**src/rtl/writeback_queue.sv**
```systemverilog
// Register-file writeback queue: buffers ALU and load results in order and drains one write per cycle.
// Optional forwarding lookup is built only when WB_FORWARD_EN is defined; otherwise the lookup outputs are tied to 0.
module writeback_queue #(
    parameter int DEPTH  = 4,
    parameter int ADDR_W = 5,
    parameter int DATA_W = 32
) (
    input  logic              Clk_In,
    input  logic              Rst_In,
    input  logic              ALU_Valid_In,
    output logic              ALU_Ready_Out,
    input  logic [ADDR_W-1:0] ALU_RD_Addr_In,
    input  logic [DATA_W-1:0] ALU_RD_Data_In,
    input  logic              Load_Valid_In,
    output logic              Load_Ready_Out,
    input  logic [ADDR_W-1:0] Load_RD_Addr_In,
    input  logic [DATA_W-1:0] Load_RD_Data_In,
    output logic              Reg_Write_flag_Out,
    output logic [ADDR_W-1:0] RD_Addr_Out,
    output logic [DATA_W-1:0] RD_Data_Out,
    input  logic [ADDR_W-1:0] RS1_Addr_In,
    input  logic [ADDR_W-1:0] RS2_Addr_In,
    output logic              RS1_Hit_Out,
    output logic [DATA_W-1:0] RS1_Data_Out,
    output logic              RS2_Hit_Out,
    output logic [DATA_W-1:0] RS2_Data_Out,
    output logic              Busy_Out
);

    localparam int PTR_W = (DEPTH > 1) ? $clog2(DEPTH) : 1;
    localparam int CNT_W = PTR_W + 1;
    localparam logic [CNT_W-1:0] DEPTH_C = CNT_W'(DEPTH);

    logic [ADDR_W-1:0] mem_addr [DEPTH];
    logic [DATA_W-1:0] mem_data [DEPTH];

    logic [PTR_W-1:0] rd_ptr;
    logic [PTR_W-1:0] wr_ptr;
    logic [PTR_W-1:0] load_slot;
    logic [CNT_W-1:0] count;
    logic [CNT_W-1:0] count_next;

    logic alu_fire;
    logic load_fire;
    logic alu_push;
    logic load_push;
    logic pop;

    // Ready depends only on the registered count, so a same-cycle pop never opens a slot.
    assign ALU_Ready_Out  = (count < DEPTH_C);
    assign alu_fire       = ALU_Valid_In & ALU_Ready_Out;
    assign Load_Ready_Out = ((count + CNT_W'(alu_fire)) < DEPTH_C);
    assign load_fire      = Load_Valid_In & Load_Ready_Out;

    // Writes to register 0 complete the handshake but are dropped here.
    assign alu_push  = alu_fire & (ALU_RD_Addr_In != '0);
    assign load_push = load_fire & (Load_RD_Addr_In != '0);
    assign pop       = (count != '0);

    assign load_slot  = wr_ptr + PTR_W'(alu_push);
    assign count_next = count + CNT_W'(alu_push) + CNT_W'(load_push) - CNT_W'(pop);

    always_ff @(posedge Clk_In or posedge Rst_In) begin
        if (Rst_In) begin
            count  <= '0;
            rd_ptr <= '0;
            wr_ptr <= '0;
        end else begin
            count  <= count_next;
            rd_ptr <= rd_ptr + PTR_W'(pop);
            wr_ptr <= wr_ptr + PTR_W'(alu_push) + PTR_W'(load_push);
        end
    end

    // ALU result is older than a same-edge load, so it takes the lower slot.
    always_ff @(posedge Clk_In) begin
        if (alu_push) begin
            mem_addr[wr_ptr] <= ALU_RD_Addr_In;
            mem_data[wr_ptr] <= ALU_RD_Data_In;
        end
        if (load_push) begin
            mem_addr[load_slot] <= Load_RD_Addr_In;
            mem_data[load_slot] <= Load_RD_Data_In;
        end
    end

    always_ff @(posedge Clk_In or posedge Rst_In) begin
        if (Rst_In) begin
            Reg_Write_flag_Out <= 1'b0;
            RD_Addr_Out        <= '0;
            RD_Data_Out        <= '0;
        end else if (pop) begin
            Reg_Write_flag_Out <= 1'b1;
            RD_Addr_Out        <= mem_addr[rd_ptr];
            RD_Data_Out        <= mem_data[rd_ptr];
        end else begin
            Reg_Write_flag_Out <= 1'b0;
        end
    end

    assign Busy_Out = (count != '0) | Reg_Write_flag_Out;

`ifdef WB_FORWARD_EN
    logic [PTR_W-1:0] idx;

    // Scan oldest to newest so a later match overrides; the output register is oldest of all.
    always_comb begin
        RS1_Hit_Out  = 1'b0;
        RS1_Data_Out = '0;
        RS2_Hit_Out  = 1'b0;
        RS2_Data_Out = '0;
        idx          = rd_ptr;
        if (Reg_Write_flag_Out) begin
            if ((RS1_Addr_In != '0) && (RD_Addr_Out == RS1_Addr_In)) begin
                RS1_Hit_Out  = 1'b1;
                RS1_Data_Out = RD_Data_Out;
            end
            if ((RS2_Addr_In != '0) && (RD_Addr_Out == RS2_Addr_In)) begin
                RS2_Hit_Out  = 1'b1;
                RS2_Data_Out = RD_Data_Out;
            end
        end
        for (int i = 0; i < DEPTH; i++) begin
            idx = rd_ptr + PTR_W'(i);
            if (CNT_W'(i) < count) begin
                if ((RS1_Addr_In != '0) && (mem_addr[idx] == RS1_Addr_In)) begin
                    RS1_Hit_Out  = 1'b1;
                    RS1_Data_Out = mem_data[idx];
                end
                if ((RS2_Addr_In != '0) && (mem_addr[idx] == RS2_Addr_In)) begin
                    RS2_Hit_Out  = 1'b1;
                    RS2_Data_Out = mem_data[idx];
                end
            end
        end
    end
`else
    logic unused_lookup;

    assign unused_lookup = ^{RS1_Addr_In, RS2_Addr_In};
    assign RS1_Hit_Out   = 1'b0;
    assign RS1_Data_Out  = '0;
    assign RS2_Hit_Out   = 1'b0;
    assign RS2_Data_Out  = '0;
`endif

endmodule

```
**config.mk**
```make
export PLATFORM = sky130hd
export DESIGN_NAME = writeback_queue
export DESIGN_NICKNAME = d
export VERILOG_FILES = /design/src/rtl/writeback_queue.sv
export SDC_FILE = /design/constraint.sdc
export NUM_CORES = 1
export LEC_CHECK = 0
export CORE_MARGIN = 5
export CORE_UTILIZATION = 47
export CTS_CLUSTER_SIZE = 14
export DETAILED_ROUTE_END_ITERATION = 7
export GPL_TIMING_DRIVEN = 0
export PLACE_DENSITY = 0.77
export RECOVER_POWER = 100
export SETUP_SLACK_MARGIN = 0.3
export SYNTH_ARGS = -nofsm -noshare
export SYNTH_HDL_FRONTEND = slang
export SYNTH_SLANG_ARGS = --single-unit
```
**constraint.sdc**
```tcl
create_clock -name Clk_In -period 4.1 [get_ports Clk_In]
set_input_delay 0.82 -clock Clk_In [delete_from_list [all_inputs] [get_ports Clk_In]]
set_output_delay 0.82 -clock Clk_In [all_outputs]
set_load 0.02 [all_outputs]
```
==> out/metrics.yaml <==
wirelength_um: 21060
antenna_found_initial: 0
crit_chain: "dlygate4sd3_1, or3_1, o311a_1, ha_1, xnor2_2, nand3_1, buf_4, clkbuf_1, mux2_2"
max_freq_mhz: 259.9
cp_top_family: "buffers and inverters"
diodes: 0
grt_setup_unrepaired: "true"
worst-path-buf-inv: 3
p_leak_nw: 4.459
ys_ff_latch: 193
cts.path.max_buffers: 2
start_util: 0.4759
first_global_vias: 5813
nFillCells: 1606
ant_nets: 0
critPathRequiredTime_ps: 4270
worstPathMaxFanout: 10
hold_violations: 0
violations: "max-capacitance violations, max-slew violations"
ff2ff_path_depth: 10
cp.depth: 9
vdd_ir_drop_max_mv: 0.4263
grt_pass1_wl_um: 32510
grtUsageTotal: 0.1814
critPathKind: "primary input to flip-flop"
slew_viol_final: 29
post-dp-hpwl_um: 14560
slew_headroom: -0.2663
worst_slew_pin_slew_ps: 1899
critical_path.max_stage_delay_ps: 610
numCtsBuffers: 17
htree_levels: 4
post_cts_buffers: 0
setup_violations: 0
core-area_um2: 20230
synth_area_um2: 9629
finalClockSkew_ps: 11.40
dieWidth_um: 153.1
dr.first_iter.drc_count: 308
fin_crit_sh: 0.9386
grt_overflow: 0
drive_gt1_frac: 0.3977
ys_seq_area_frac: 0.5785
crit_slowest_cell: "dlygate4sd3_1"
wire_per_inst_um: 20.21
avgSynthCellArea_um2: 17.51
cts_tree: "done"
hp-class: "flip-flop to flip-flop"
maxCapViolCount: 1
period_minus_slack_ps: 3848
synth_top_area_frac: 0.4615
vias: 5297
boundaryPins: 195
viasPerCell: 5.083
syn_inst: 550
critPathLaunchType: "primary input"
arrival_ps: 4020
cts_sinks: 193
outcome: "finished, violations left"
root_buffer: "clkbuf_16"
final_nets: 853
synth_warnings: 0
holdBufCountCts: 0
placed_area_um2: 11550
yosysTopAreaCell: "edfxtp_1"
drc: 0
hold_depth: 1
gp_congestion: 0.7554
hold_slack_ps: 496.9
syn_to_final_growth_pct: 24.14
synth_area_leaders: "edfxtp_1, mux2_2, dfrtp_1"
die_area_um2: 23450
port_buffers: 118
fin_util: 0.5908
endpoint_kind: "flip-flop"
r2r_setup_slack_ps: 840
cts.clk_slew.worst_paths_ps: 60
fin_area_um2: 11950
yosysUniqueCellTypes: 28
first_pass_iters: 4
powerDensity_nw_per_um2: 661.2
dieHeight_um: 153.1
cts_resized: 1
rows: 52
clk_latency_ps: 430
grt_max_degree: 38
[worst paths after layout]
| check | start | to |
|---|---|---|
| max in group asynchronous | Rst_In | RD_Data_Out[24]$_DFFE_PP0N_ |
| setup reg to reg | count[2]$_DFF_PP0_ | count[2]$_DFF_PP0_ |
| setup / recovery | ALU_RD_Addr_In[3] | mem_data[1][18]$_DFFE_PP_ |
| hold reg to reg | RD_Data_Out[10]$_DFFE_PP0N_ | RD_Data_Out[10]$_DFFE_PP0N_ |
| min in group asynchronous | Rst_In | RD_Data_Out[7]$_DFFE_PP0N_ |
| hold / removal | RD_Data_Out[10]$_DFFE_PP0N_ | RD_Data_Out[10]$_DFFE_PP0N_ |
[through the flow]
step	setup slack, ps	cells	total power, mW	TNS [ps]
after floorplan	-351.1	615	5.366	-25980
after global placement	-3653	1003	6.420	-302500
after detailed placement	-481.9	1010	6.619	-36350
after CTS	-40.45	1042	8.164	-2051
after global routing	181.6	1042	8.328	0
final	251.9	1042	7.903	0
[layout by cell type (no fill, tap or decap), types with 19 or more instances in the layout]
cell / netlist / routed
edfxtp_1: 148 / 148
mux2_1: 0 / 32
conb_1: 1 / 66
mux2_2: 147 / 147
mux4_2: 37 / 37
dlygate4sd3_1: 0 / 43
clkdlybuf4s50_1: 0 / 75
buf_4: 70 / 69
dfrtp_1: 45 / 45
clkbuf_1: 7 / 19
[layer usage]
metal  vias up  share of wire  track usage
met2       149           0.53       0.3189
met3        29          0.045      0.03591
met1      2697           0.41       0.2260
met4         0          0.017      0.05855
li1       2422              -            -
met5         -              0            0
[flip-flops by register name (all words and copies together) (netlist names)]
signal	count
RD_Addr_Out	5
RD_Data_Out	32
rd_ptr	2
wr_ptr	2
Reg_Write_flag_Out	1
mem_addr	20
mem_data	128
count	3
[kinds of logic after synthesis]
logic type | count (synthesis) | share of synthesized area
compound gates | 7 | 0.006367
xor+xnor | 6 | 0.005457
fa+ha+maj | 6 | 0.009356
buf+inv | 106 | 0.07601
flops | 193 | 0.5785
mux | 222 | 0.3177
other cells | 1 | 0.0003894
simple gates | 9 | 0.006237
[where the power goes]
group	leakage, nW	internal [mW]	switching [mW]
clock network	0.259	0.847	0.697
logic	2.32	1.61	1.62
registers	1.88	2.91	0.219
[area by class of cell]
class / instances / area [µm²] / area share
flip-flops and latches: 193 / 5570 / 0.4660
clock buffers: 21 / 450.4 / 0.03768
well taps: 270 / 337.8 / 0.02826
inverters: 12 / 46.29 / 0.003873
multi-input cells: 316 / 3503 / 0.2931
repair buffers: 125 / 1300 / 0.1088
clock inverters: 11 / 91.34 / 0.007641
plain buffers: 94 / 654.4 / 0.05474
[Yosys cell counts]
master / instances
edfxtp_1: 148
mux2_2: 147
buf_4: 70
dfrtp_1: 45
mux2_4: 38
mux4_2: 37
inv_1: 11
buf_2: 8
buf_6: 8
clkbuf_1: 7
ha_1: 4
xnor2_1: 4
nand3_1: 3
a31o_2: 2
fa_1: 2
nor3_2: 2
o31ai_1: 2
xor2_1: 2
a31oi_1: 1
buf_1: 1
clkinv_2: 1
conb_1: 1
nand2b_1: 1
nor3_1: 1
o2111a_2: 1
o311a_1: 1
or3_1: 1
or4_1: 1
(Power assumes the default switching activity.)
